**config.mk**
```make
export PLATFORM = sky130hd
export DESIGN_NAME = if_pc_fetch
export DESIGN_NICKNAME = d
export VERILOG_FILES = /design/src/rtl/if_pc_fetch.sv
export SDC_FILE = /design/constraint.sdc
export NUM_CORES = 1
export LEC_CHECK = 0
export CORE_UTILIZATION = 35
export DETAILED_ROUTE_END_ITERATION = 10
export HOLD_SLACK_MARGIN = 0.15
export PLACE_DENSITY = 0.65
export SLEW_MARGIN = 10
export SYNTH_ARGS = -nofsm -noshare
export SYNTH_HDL_FRONTEND = slang
export SYNTH_SLANG_ARGS = --single-unit
```
**constraint.sdc**
```tcl
create_clock -name clk -period 6.4 [get_ports clk]
set_input_delay 0.96 -clock clk [delete_from_list [all_inputs] [get_ports clk]]
set_output_delay 0.96 -clock clk [all_outputs]
set_load 0.01 [all_outputs]
```
**src/rtl/if_pc_fetch.sv**
```systemverilog
// if_pc_fetch: PC generator and fetch-request source for the IF stage.
//
// Issues one aligned packet of up to FETCH_WIDTH instructions per
// fetch_valid & fetch_ready handshake. Redirects on flush (exception/eret)
// and on taken branches. Honours the MIPS branch delay slot by truncating
// the delay-slot packet and redirecting after it has been issued.
//
// Ports:
//   clk, rst        clock, synchronous active-high reset
//   fetch_ready     downstream accepts the current packet
//   flush_valid     redirect to flush_target (highest priority after rst)
//   flush_target    flush redirect address
//   branch_valid    one-cycle pulse: a taken branch resolved
//   branch_pc       PC of the branch instruction
//   branch_target   branch destination
//   fetch_valid     packet valid
//   fetch_pc        PC of the first valid lane
//   fetch_mask      per-lane valid bits; lane i holds base + 4*i
//   fetch_adel      fetch_pc is not word aligned
//   branch_pending  branch latched, waiting for its delay slot to issue
module if_pc_fetch #(
  parameter int unsigned ADDR_W       = 32,
  parameter int unsigned FETCH_WIDTH  = 1,
  parameter logic [31:0] RESET_VECTOR = 32'hbfc0_0000
) (
  input  logic                   clk,
  input  logic                   rst,
  input  logic                   fetch_ready,
  input  logic                   flush_valid,
  input  logic [ADDR_W-1:0]      flush_target,
  input  logic                   branch_valid,
  input  logic [ADDR_W-1:0]      branch_pc,
  input  logic [ADDR_W-1:0]      branch_target,
  output logic                   fetch_valid,
  output logic [ADDR_W-1:0]      fetch_pc,
  output logic [FETCH_WIDTH-1:0] fetch_mask,
  output logic                   fetch_adel,
  output logic                   branch_pending
);

  localparam int unsigned PktBytes = 4 * FETCH_WIDTH;
  // Lane index needs at least one bit even when there is a single lane.
  localparam int unsigned LaneW = (FETCH_WIDTH > 1) ? $clog2(FETCH_WIDTH) : 1;
  localparam logic [ADDR_W-1:0] AlignMask = ~(ADDR_W'(PktBytes - 1));
  localparam logic [ADDR_W-1:0] PktStep   = ADDR_W'(PktBytes);
  localparam logic [LaneW-1:0]  LaneMask  = LaneW'(FETCH_WIDTH - 1);
  localparam logic [ADDR_W-1:0] ResetPc   = ADDR_W'(RESET_VECTOR);

  typedef enum logic {StSeq, StWaitDs} state_e;

  state_e              state_q, state_d;
  logic [ADDR_W-1:0]   pc_q, pc_d;
  logic                valid_q, valid_d;
  logic [ADDR_W-1:0]   tgt_q, tgt_d;
  logic [ADDR_W-1:0]   ds_q, ds_d;

  logic [ADDR_W-1:0]   base, ds_base, ds_dist;
  logic [LaneW-1:0]    start, ds_lane;
  logic                in_wait, ds_equal, ds_behind, handshake;

  function automatic logic [LaneW-1:0] lane_of(input logic [ADDR_W-1:0] a);
    return LaneW'(a >> 2) & LaneMask;
  endfunction

  // Delay-slot position relative to the current packet. The distance is
  // taken modulo 2^ADDR_W, so a wrapped address is still "ahead" when it is
  // fewer than half the address space away.
  always_comb begin
    base      = pc_q & AlignMask;
    ds_base   = ds_q & AlignMask;
    start     = lane_of(pc_q);
    ds_lane   = lane_of(ds_q);
    ds_dist   = ds_base - base;
    in_wait   = (state_q == StWaitDs);
    ds_equal  = (ds_dist == '0);
    ds_behind = ds_dist[ADDR_W-1];
  end

  always_comb begin
    fetch_pc       = pc_q;
    fetch_adel     = |pc_q[1:0];
    branch_pending = in_wait;
    fetch_valid    = valid_q & ~flush_valid & ~(in_wait & ds_behind);
    fetch_mask     = '0;
    for (int i = 0; i < int'(FETCH_WIDTH); i++) begin
      // A misaligned PC only exposes its own lane so the bad fetch is reported once.
      if (fetch_adel) begin
        fetch_mask[i] = (i == int'(start));
      end else begin
        fetch_mask[i] = (i >= int'(start));
      end
      // Nothing past the delay slot leaves on the sequential path.
      if (in_wait && ds_equal && (i > int'(ds_lane))) begin
        fetch_mask[i] = 1'b0;
      end
    end
  end

  assign handshake = fetch_valid & fetch_ready;

  always_comb begin
    state_d = state_q;
    pc_d    = pc_q;
    valid_d = 1'b1;
    tgt_d   = tgt_q;
    ds_d    = ds_q;

    if (flush_valid) begin
      pc_d    = flush_target;
      state_d = StSeq;
    end else begin
      unique case (state_q)
        StSeq: begin
          if (handshake && !fetch_adel) begin
            pc_d = base + PktStep;
          end
          if (branch_valid) begin
            tgt_d   = branch_target;
            ds_d    = branch_pc + ADDR_W'(4);
            state_d = StWaitDs;
          end
        end
        StWaitDs: begin
          // A branch in the delay slot is not supported; branch_valid is ignored here.
          if (ds_behind) begin
            pc_d    = tgt_q;
            state_d = StSeq;
          end else if (ds_equal) begin
            if (handshake) begin
              pc_d    = tgt_q;
              state_d = StSeq;
            end
          end else if (handshake && !fetch_adel) begin
            pc_d = base + PktStep;
          end
        end
        default: state_d = StSeq;
      endcase
    end
  end

  always_ff @(posedge clk) begin
    if (rst) begin
      state_q <= StSeq;
      pc_q    <= ResetPc;
      valid_q <= 1'b0;
      tgt_q   <= '0;
      ds_q    <= '0;
    end else begin
      state_q <= state_d;
      pc_q    <= pc_d;
      valid_q <= valid_d;
      tgt_q   <= tgt_d;
      ds_q    <= ds_d;
    end
  end

endmodule

```
### Word level (Yosys, flattened, before mapping)

Index checks and enable logic that the tools add are counted.

| word-level totals | value |
|---|---|
| bits in registers | 98 |
| input bits | 101 |
| output and inout port bits | 36 |
| word-level logic and storage cells | 34 |

| cells by class | value |
|---|---|
| add/sub/neg operators | 3 |
| equality and inequality tests | 1 |
| multiplexer cells | 12 |
| bitwise operators | 7 |
| reduce and logical (&&, ||, !) cells | 6 |

Operators by type and width:

| operator | number |
|---|---|
| $mux 32 | 5 |
| $add 32x3->32 const B | 2 |
| $pmux 32 s2 | 1 |
| $logic_not 32->1 | 1 |
| $sub 32x32->32 | 1 |
| $mux 1 | 5 |
| $ne 5x4->1 const B | 1 |
| $and 1x1->1 | 4 |
| $reduce_or 2->1 | 2 |
| $not 1->1 | 3 |
| $reduce_and 3->1 | 1 |
| $pmux 1 s2 | 1 |
| $logic_and 1x1->1 | 1 |
| $logic_not 1->1 | 1 |

### Longest topological paths before layout

Gate-level depths: netlist of the first run.

| depth | value |
|---|---|
| depth in word-level cells | 11 |
| depth in mapped cells | 17 |

### Least setup slack after synthesis of the first run

OpenSTA, ideal clock, no wires.

| path | value |
|---|---|
| kind | register to register |
| from | register pc_q[2], in the netlist fetch_pc[2] |
| to | register pc_q[3], in the netlist fetch_pc[3] |
| library setup time | 0.116 ns |
| arrival time | 3.974 ns |
| required time | 6.284 ns |
| slack | 2.309 ns |
| stages on the path, launching flop included | 16 |
| clock period less this slack | 4.091 ns |
| cells stage by stage | dfxtp_1 > ha_1 > inv_1 > fa_1 > a21o_1 > a221o_1 > a21oi_2 > o21bai_1 > xor2_1 > or4_1 > or4_4 > nor3_2 > buf_4 > mux2i_1 > nand3_1 > a41o_1 |

| on the way | value |
|---|---|
| cells in the longest elaborated chain, start to end | 11 |
| elaborated cells between the ends (all ways) | 14 |
| classes of those cells | add/sub (2); eq/ne (1); mux (5); bitwise (4); reduce/logical (2) |

RTL lines:

| what | line | RTL |
|---|---|---|
| start, declared | 52 | `logic [ADDR_W-1:0] pc_q, pc_d;` |
| start signal, assigned | 145 | `pc_q <= ResetPc;` |
| start signal, assigned | 151 | `pc_q <= pc_d;` |
| $sub 32x32->32 | 73 | `ds_dist = ds_base - base;` |
| $and 1x1->1 | 83 | `fetch_valid = valid_q & ~flush_valid & ~(in_wait & ds_behind);` |
| $not 1->1 | 83 |  |
| $and 1x1->1 | 83 |  |
| $and 1x1->1 | 99 | `assign handshake = fetch_valid & fetch_ready;` |
| $logic_and 1x1->1 | 114, 133 |  |
| $mux 32 | 114, 133 |  |
| $mux 32 | 128 | `end else if (ds_equal) begin` |
| $mux 32 | 125 | `if (ds_behind) begin` |
| $pmux 32 s2 | 112 | `unique case (state_q)` |
| $mux 32 | 108 | `if (flush_valid) begin` |

Several ways; a longest one is shown, not always the timed one.
A chain may end at the register's enable or synchronous reset.

### Final worst setup path of the first run

| path | value |
|---|---|
| from | register pc_q[2], in the netlist fetch_pc[2] |
| to | register pc_q[9], in the netlist fetch_pc[9] |

The elaborated chain is that of the path after synthesis.

==> results of run 1 <==
## worst paths after layout
kind / startpoint / endpoint / cells after the start
worst min register to register: tgt_q[10]$_SDFFE_PP0P_ / tgt_q[10]$_SDFFE_PP0P_ / 2
worst max register to register: fetch_pc[2]$_SDFFE_PP0P_ / fetch_pc[9]$_SDFFE_PP0P_ / 14
worst min-delay path: tgt_q[10]$_SDFFE_PP0P_ / tgt_q[10]$_SDFFE_PP0P_ / 2
worst max-delay path: fetch_pc[2]$_SDFFE_PP0P_ / fetch_pc[9]$_SDFFE_PP0P_ / 14
## cells by family after synthesis
family | share of synthesized area
compound gates | 0.279
simple gates | 0.259
mux | 0.0181
fa+ha+maj | 0.0556
other cells | 0.000511
buf+inv | 0.0522
xor+xnor | 0.0740
flops | 0.262
## final cells by class
type	instances	share of cell area
clock buffer	10	0.0261
clock inverter	6	0.00821
inverter	41	0.0168
multi-input combinational	804	0.550
sequential	96	0.210
tap	270	0.0369
timing repair buffer	141	0.152
## layer usage
metal  up-vias  GRT usage  wire length [um]
li1       3882          -                 -
met1      3677      0.323             11600
met2       315      0.360             11000
met3        46     0.0360              1730
met4         0     0.0813               706
met5         -          0                 0
## power groups by stage
stage | Combinational (mW) | Clock (mW) | Sequential (mW)
4_1_cts | 0.659 | 0.592 | 0.669
3_3_place_gp | 0.653 | 0 | 0.682
3_5_place_dp | 0.655 | 0 | 0.683
5_1_grt | 0.728 | 0.616 | 0.674
6_report | 0.668 | 0.582 | 0.670
2_1_floorplan | 0.423 | 0 | 0.679
## state kept, by name (all words and copies together) (netlist names)
register        count
tgt_q              32
valid_q             1
branch_pending      1
fetch_pc           32
ds_q               30
## metrics by stage
stage / instance area, um2 / util / hold WS [ns] / power (mW)
after floorplan: 7330 / - / 0.431 / 1.10
after detailed placement: 8830 / 0.434 / 0.445 / 1.34
after global placement: 8830 / 0.434 / 0.443 / 1.34
after CTS: 9140 / 0.449 / 0.456 / 1.92
after global routing: 9150 / 0.449 / 0.477 / 2.02
final: 9150 / 0.449 / 0.455 / 1.92
## synth_stat cells, types with 15 or more instances
cell	number	share of area
nor2_1	82	0.042
and3_1	19	0.016
nand2_1	153	0.078
clkbuf_1	48	0.025
a21oi_1	93	0.063
nand4_1	21	0.018
ha_1	31	0.053
inv_1	41	0.021
xnor2_1	38	0.045
xor2_1	24	0.029
a211oi_1	35	0.036
dfxtp_1	96	0.26
nor4_1	15	0.013
o21ai_0	41	0.028
nor3_1	19	0.013
o211ai_1	15	0.015
nand3_1	27	0.018
## critical path, cell delays in order, from the launching register on
cell	delay, ns
dfxtp_1	0.50
ha_1	0.22
inv_1	0.06
fa_1	0.41
a21o_1	0.23
a221o_1	0.43
nand2_1	0.15
a21oi_1	0.09
mux2i_1	0.15
a2111oi_0	0.76
o211ai_1	0.55
nor3_2	0.48
nand2_1	0.60
a31o_2	0.44
a41oi_1	0.15
==> results.json, run 1 <==
{
  "cts.clk_slew.worst_paths_ns": 0.08,
  "end_kind": "flop",
  "hpwl_um": 19100,
  "antenna_found_initial": 0,
  "antenna_cells": 0,
  "final_common_cell": "nand2_1",
  "cp_max_fo": 17,
  "critPathArrivalTime_ns": 5.59,
  "postSynthAreaPerCell_um2": 7.35,
  "post_cts_buffers": 0,
  "ir_drop_uv": 125,
  "clockBufferDepth": 2,
  "grt_max_degree": 51,
  "cts_resized": 0,
  "h-tree-depth": 3,
  "async_flop_share": 0,
  "ys.flop_type": "dfxtp_1",
  "period_minus_slack_ns": 5.31,
  "slew_headroom": 0.342,
  "netlist_area_um2": 7330,
  "ys_warn_count": 0,
  "postRouteAntennaNets": 0,
  "clockPowerShare": 0.303,
  "row_count": 52,
  "multi_input_area_um2": 5030,
  "cp.required_ns": 6.67,
  "synth_fp_nets": 1131,
  "grt_pass1_wl_um": 39700,
  "grt-ovfl-total": 0,
  "drt-vias-per-instance": 5.79,
  "switching_share": 0.360,
  "ff2ff_setup_slack_ns": 1.09,
  "die_y_um": 147,
  "outcome": "completed",
  "cap_viol_max_count": 0,
  "ctsRootBufferMaster": "clkbuf_16",
  "die_x_um": 147,
  "grt_pass1_vias": 7381,
  "dp_slack_ns": 1.20,
  "vias": 7920,
  "clock-sinks": 96,
  "cts_hold_buffers": 0,
  "tightest_slew_ns": 0.983,
  "layout_common_cells": "nand2_1, clkdlybuf4s50_1, dfxtp_1, a21oi_1, nor2_1",
  "gp_congestion": 0.896,
  "p_seq_frac": 0.349,
  "initial_core_util": 0.360,
  "power_frac_comb": 0.348,
  "hp-class": "reg -> reg",
  "drc": 0,
  "timing.critical_path.from_type": "flop",
  "fmax_mhz": 188,
  "synth_edf_count": 0,
  "timing_hold_violations_final": 0,
  "cts_tree": "done",
  "core_area_um2": 20400,
  "yosysSeqAreaShare": 0.262,
  "p_switching_mw": 0.691,
  "placed_cells": 1352,
  "path_class": "reg -> reg",
  "first_pass_iters": 6,
  "final_layout_size_suffix_gt1_frac": 0.0446,
  "wl_um": 25100,
  "fin_crit_sh": 0.830,
  "initialDrtViolationCount": 707,
  "instances_no_fill": 1368,
  "top_level_ports": 137,
  "syn_to_final_growth_pct": 24.7,
  "leakage_nw": 3.28,
  "dieArea_um2": 21500,
  "cts_made_buffers": 9,
  "fin_ws_ns": 1.09,
  "tns_ns": 0,
  "grt_use_total": 0.232,
  "intPower_mw": 1.23,
  "portBuffers": 133,
  "routed_wire_length_per_instance_um": 18.3,
  "finalMaxSlewViolations": 0,
  "fin_skew_ns": 0.0146,
  "nFillCells": 2126,
  "final_nets": 1226,
  "clkLatencyLatePin_ns": 0.36,
  "setup-violations-final": 0,
  "synth.distinct_cells": 76,
  "ys_ff_latch": 96,
  "seqCellArea_um2": 1920,
  "rsz0062_at_grt": "no",
  "synthCells": 998,
  "powerDensity_nw_per_um2": 210
}
(Power assumes the default switching activity.)
==> inputs of run 2 (changes only) <==
PLACE_DENSITY = 0.67   (was 0.65)
clock period = 4.6 ns   (was 6.4 ns; I/O delays follow)
==> run 2 against run 1 <==
Compared with the run above:
- critical path depth rose by 1
- final cell count rose by 3.1%
- hold slack got worse by 0.0012 ns
- clock skew fell by 0.0029 ns
- critical endpoint is now fetch_pc[2]$_SDFFE_PP0P_
- largest power group is now combinational cells
==> results.json, run 2 (same netlist as run 1, synthesis figures left out) <==
{
  "outcome": "completed",
  "grt_pass1_wl_um": 39700,
  "setup-violations-final": 0,
  "intPower_mw": 1.71,
  "grt_pass1_vias": 7423,
  "cts_tree": "done",
  "hp-start": "tgt_q[2]$_SDFFE_PP0P_",
  "cp.required_ns": 4.84,
  "nFillCells": 2052,
  "antenna_found_initial": 0,
  "cts.clk_slew.worst_paths_ns": 0.08,
  "timing_hold_violations_final": 0,
  "ff2ff_setup_slack_ns": 0.18,
  "fin_crit_sh": 0.961,
  "path_class": "reg -> reg",
  "die_x_um": 147,
  "cts_made_buffers": 9,
  "cp_max_fo": 12,
  "slew_headroom": 0.207,
  "dieArea_um2": 21500,
  "core_area_um2": 20400,
  "row_count": 52,
  "grt_use_total": 0.234,
  "portBuffers": 133,
  "h-tree-depth": 3,
  "clock-sinks": 96,
  "critPathLaunch": "fetch_pc[2]$_SDFFE_PP0P_",
  "final_common_cell": "nand2_1",
  "hp-class": "reg -> reg",
  "met1_length_um": 11700,
  "wl_um": 25300,
  "ctsRootBufferMaster": "clkbuf_16",
  "end_kind": "flop",
  "p_switching_mw": 0.976,
  "postRouteAntennaNets": 0,
  "critPathArrivalTime_ns": 4.66,
  "ir_drop_uv": 158,
  "timing.rr.end": "fetch_pc[2]$_SDFFE_PP0P_",
  "vias": 8020,
  "power_frac_comb": 0.370,
  "clkLatencyLatePin_ns": 0.36,
  "final_nets": 1269,
  "whs_path_depth": 2,
  "grt_max_degree": 51,
  "clockPowerShare": 0.285,
  "initialDrtViolationCount": 643,
  "drt-vias-per-instance": 5.68,
  "r2r_cells": 15,
  "hpwl_um": 19800,
  "gp_congestion": 0.898,
  "period_minus_slack_ns": 4.42,
  "fmax_mhz": 226,
  "dp_slack_ns": 0.217,
  "seqCellArea_um2": 1920,
  "wl_met3_um": 1670,
  "post_cts_buffers": 0,
  "routed_wire_length_per_instance_um": 17.9,
  "grt-ovfl-total": 0,
  "antenna_cells": 0,
  "rsz0062_at_grt": "no",
  "met2_length_um": 11200,
  "fin_skew_ns": 0.0117,
  "holdPathEnd": "tgt_q[2]$_SDFFE_PP0P_",
  "final_layout_size_suffix_gt1_frac": 0.0824,
  "layout_common_cells": "nand2_1, clkdlybuf4s50_1, dfxtp_1, a21oi_1, nor2_1",
  "switching_share": 0.364,
  "die_y_um": 147,
  "clockBufferDepth": 2,
  "highest_layer": "met4",
  "first_pass_iters": 5,
  "fin_ws_ns": 0.179,
  "drc": 0,
  "regToRegStartpoint": "fetch_pc[2]$_SDFFE_PP0P_",
  "top_level_ports": 137,
  "finalMaxSlewViolations": 0,
  "cap_viol_max_count": 0,
  "powerDensity_nw_per_um2": 282,
  "timing.critical_path.from_type": "flop",
  "multi_input_area_um2": 5050,
  "p_seq_frac": 0.345,
  "tightest_slew_ns": 1.19,
  "leakage_nw": 3.50,
  "initial_core_util": 0.360,
  "tns_ns": 0,
  "syn_to_final_growth_pct": 29.7
}
[run 2: worst max-delay path by stage]
stage	to	slack [ns]
floorplan	fetch_pc[3]$_SDFFE_PP0P_	0.51
global placement	fetch_pc[10]$_SDFFE_PP0P_	0.28
detailed placement	fetch_pc[21]$_SDFFE_PP0P_	0.22
CTS	fetch_valid	0.15
global route	fetch_pc[2]$_SDFFE_PP0P_	0.01
finish	fetch_pc[2]$_SDFFE_PP0P_	0.18
[run 2: final cells by class]
class,count,share of cell area
multi-input cells,804,0.531
flip-flops and latches,96,0.202
repair buffers,184,0.185
well taps,270,0.0355
clock buffers,10,0.0251
inverters,41,0.0162
clock inverters,6,0.00579
[run 2: power by group through the flow]
stage	Sequential, mW	Clock (mW)	Combinational [mW]
CTS	0.925	0.785	0.974
global placement	0.944	0	0.969
finish	0.925	0.765	0.991
floorplan	0.945	0	0.588
global route	0.932	0.818	1.08
detailed placement	0.944	0	0.968
[run 2: routing by layer]
layer | GRT usage | up-vias
met4 | 0.0818 | 0
li1 | - | 3968
met3 | 0.0345 | 40
met5 | 0 | -
met2 | 0.364 | 311
met1 | 0.327 | 3701
[run 2: worst max-delay path, stage by stage (launching register included)]
cell	delay, ns
dfxtp_1	0.38
ha_1	0.18
inv_1	0.05
fa_1	0.41
a21o_1	0.23
a221o_1	0.42
a21oi_2	0.25
o21bai_1	0.13
xor2_1	0.18
or4_1	0.59
or4_4	0.49
nor3_2	0.20
buf_12	0.18
mux2_2	0.34
o211ai_1	0.17
a21oi_1	0.08
[run 2: timing repair]
action,4_1_cts,5_1_grt
hold buffers,0,0
endpoints found under the setup margin,0,5
resized for setup,0,3
[run 2: through the flow]
stage	hold slack, ns	instances	utilization	total power, mW	instance area [um2]
2_1_floorplan	0.431	998	-	1.53	7330
4_1_cts	0.456	1411	0.466	2.68	9500
3_5_place_dp	0.444	1395	0.452	1.91	9200
5_1_grt	0.474	1411	0.467	2.83	9510
6_report	0.454	1411	0.467	2.68	9510
3_3_place_gp	0.443	1395	0.452	1.91	9200
==> inputs of run 3 (changes only) <==
ABC_AREA = 1   (was unset)
PLACE_DENSITY = 0.66   (was 0.67)
==> run 3 against run 2 <==
Compared with the run above:
- highest routed layer unchanged
- design area grew 7.4%
- count of clock-buffer cells in the layout shrank 1
- sequential share of layout area shrank 1.4 points
- hold slack gained 0.0021 ns
- sequential power grew 2.6%
- final cell count grew 33%
==> results.json, run 3 <==
{
  "outcome": "completed",
  "powerDensity_nw_per_um2": 265,
  "synth.most_common_cell": "nand2_1",
  "initial_core_util": 0.356,
  "layout_common_cells": "nand2_1, inv_1, nor2_1, clkdlybuf4s50_1, nand3_1",
  "switching_share": 0.387,
  "vias": 9143,
  "drt-vias-per-instance": 4.87,
  "max_stage_delay_ns": 0.54,
  "cap_viol_max_count": 0,
  "cts_made_buffers": 9,
  "ctsRootBufferMaster": "clkbuf_16",
  "synth_area_leaders": "dfxtp_1, nand2_1, inv_1",
  "synth_top_area_cell": "dfxtp_1",
  "die_y_um": 157,
  "p_seq_frac": 0.351,
  "p_switching_mw": 1.05,
  "cp_max_fo": 7,
  "timing.critical_path.from_type": "flop",
  "fin_area_um2": 10200,
  "clock-sinks": 96,
  "dieArea_um2": 24500,
  "final_nets": 1687,
  "slew_headroom": 0.216,
  "grt-ovfl-total": 0,
  "critPathArrivalTime_ns": 3.33,
  "die_x_um": 157,
  "ff2ff_setup_slack_ns": 0.88,
  "synth.distinct_cells": 45,
  "intPower_mw": 1.66,
  "synth_edf_count": 0,
  "r2r_cells": 15,
  "routed_wire_length_per_instance_um": 14.4,
  "wl_um": 27000,
  "row_count": 56,
  "post_cts_buffers": 0,
  "cts.clk_slew.worst_paths_ns": 0.07,
  "tns_ns": 0,
  "hpwl_um": 21600,
  "timing_hold_violations_final": 0,
  "tightest_slew_ns": 1.17,
  "end_kind": "primary output",
  "rsz0062_at_grt": "no",
  "ir_drop_uv": 191,
  "grt_pass1_vias": 8322,
  "regToRegStartpoint": "fetch_pc[26]$_SDFFE_PP1P_",
  "cp_cell_sequence": "inv_1, ha_1, a21oi_1, o21ai_0, nand2_1, nand2_1, nor2_1, nand3b_1, nand3_2, nand2_1, inv_1, clkdlybuf4s50_1",
  "yosys-top-cells-count": "nand2_1, inv_1, nor2_1",
  "fin_ws_ns": 0.580,
  "seqCellArea_um2": 1920,
  "grt_use_total": 0.226,
  "ys_ff_latch": 96,
  "clockBufferDepth": 2,
  "period_minus_slack_ns": 4.02,
  "fin_crit_sh": 0.874,
  "ys.flop_type": "dfxtp_1",
  "core_area_um2": 23500,
  "hp-start": "tgt_q[13]$_SDFFE_PP0P_",
  "holdPathEnd": "tgt_q[13]$_SDFFE_PP0P_",
  "cp.required_ns": 3.91,
  "syn_to_final_growth_pct": 22.1,
  "power_frac_comb": 0.372,
  "multi_input_area_um2": 5270,
  "yosysSeqAreaShare": 0.230,
  "dp_slack_ns": 0.959,
  "initialDrtViolationCount": 689,
  "finalMaxSlewViolations": 0,
  "portBuffers": 133,
  "gp_congestion": 0.959,
  "antenna_cells": 0,
  "place_area_um2": 9930,
  "synth_fp_nets": 1581,
  "top_level_ports": 137,
  "cts_tree": "done",
  "postRouteAntennaNets": 0,
  "clkLatencyLatePin_ns": 0.35,
  "postSynthAreaPerCell_um2": 5.78,
  "cts_hold_buffers": 0,
  "h-tree-depth": 3,
  "path_common_cell": "nand2_1",
  "synth_top_area_share": 0.230,
  "grt_pass1_wl_um": 43300,
  "first_pass_iters": 5,
  "fmax_mhz": 249,
  "cts_resized": 0,
  "path_class": "reg -> out",
  "antenna_found_initial": 0,
  "clockPowerShare": 0.277,
  "async_flop_share": 0,
  "ys_warn_count": 0,
  "grt_max_degree": 77,
  "netlist_area_um2": 8370,
  "critPathSlowestCell": "clkdlybuf4s50_1",
  "hp-class": "reg -> reg",
  "synthCells": 1448,
  "final_layout_size_suffix_gt1_frac": 0.0481,
  "final_common_cell": "nand2_1",
  "drc": 0,
  "whs_path_depth": 2,
  "fin_skew_ns": 0.0111,
  "leakage_nw": 5.08,
  "timing.rr.end": "fetch_pc[5]$_SDFFE_PP0P_",
  "nFillCells": 2547,
  "setup-violations-final": 0
}
run 3: final cells by class:
type | instances | share of cell area
Multi-Input combinational cell | 1055 | 0.516
Clock buffer | 9 | 0.0220
Clock inverter | 7 | 0.00600
Inverter | 250 | 0.0919
Sequential cell | 96 | 0.188
Timing Repair Buffer | 142 | 0.137
Tap cell | 319 | 0.0391
run 3: critical path: cells and delay by family, from the launching register on:
| kind | cells | cell delay (ns) |
|---|---|---|
| buffers and inverters | 3 | 0.81 |
| flip-flops | 1 | 0.52 |
| adder cells (fa/ha/maj) | 1 | 0.40 |
| AO/OA/AOI/OAI | 2 | 0.42 |
| AND/OR/NAND/NOR | 6 | 0.84 |
run 3: stage by stage:
| step | hold slack (ns) | power [mW] | util | cells |
|---|---|---|---|---|
| floorplan | 0.430 | 1.62 | - | 1448 |
| global route | 0.471 | 2.89 | 0.435 | 1878 |
| detailed placement | 0.448 | 1.96 | 0.423 | 1862 |
| finish | 0.456 | 2.71 | 0.435 | 1878 |
| global placement | 0.440 | 1.96 | 0.423 | 1862 |
| CTS | 0.459 | 2.71 | 0.435 | 1878 |
run 3: per-layer routing:
| metal | part of all wire | global-route usage | vias to the layer above |
|---|---|---|---|
| met5 | 0 | 0 | - |
| met3 | 0.061 | 0.0296 | 18 |
| met1 | 0.48 | 0.319 | 4091 |
| met2 | 0.44 | 0.365 | 278 |
| met4 | 0.014 | 0.0467 | 0 |
| li1 | - | - | 4756 |
run 3: power by group through the flow:
stage | clock [mW] | combinational, mW | sequential [mW]
2_1_floorplan | 0 | 0.668 | 0.955
3_3_place_gp | 0 | 0.992 | 0.965
3_5_place_dp | 0 | 0.999 | 0.966
4_1_cts | 0.760 | 1.00 | 0.947
5_1_grt | 0.803 | 1.14 | 0.956
6_report | 0.749 | 1.01 | 0.949
run 3: cells by family after synthesis:
logic type               synth area share
adder cells (fa/ha/maj)            0.0488
flip-flops                          0.230
AND/OR/NAND/NOR                     0.407
AO/OA/AOI/OAI                       0.121
other                            0.000448
buffers and inverters               0.141
XOR/XNOR                           0.0513
run 3: how the worst max path moves through the flow:
stage	to	slack (ns)	from	cells past startpoint
floorplan	fetch_pc[19]$_SDFFE_PP0P_	1.80	fetch_pc[2]$_SDFFE_PP0P_	23
global placement	fetch_pc[5]$_SDFFE_PP0P_	0.97	fetch_pc[20]$_SDFFE_PP0P_	17
detailed placement	fetch_pc[12]$_SDFFE_PP0P_	0.96	fetch_pc[20]$_SDFFE_PP0P_	19
CTS	fetch_valid	0.59	fetch_pc[20]$_SDFFE_PP0P_	14
global route	fetch_valid	0.40	fetch_pc[26]$_SDFFE_PP1P_	12
finish	fetch_valid	0.58	fetch_pc[26]$_SDFFE_PP1P_	12
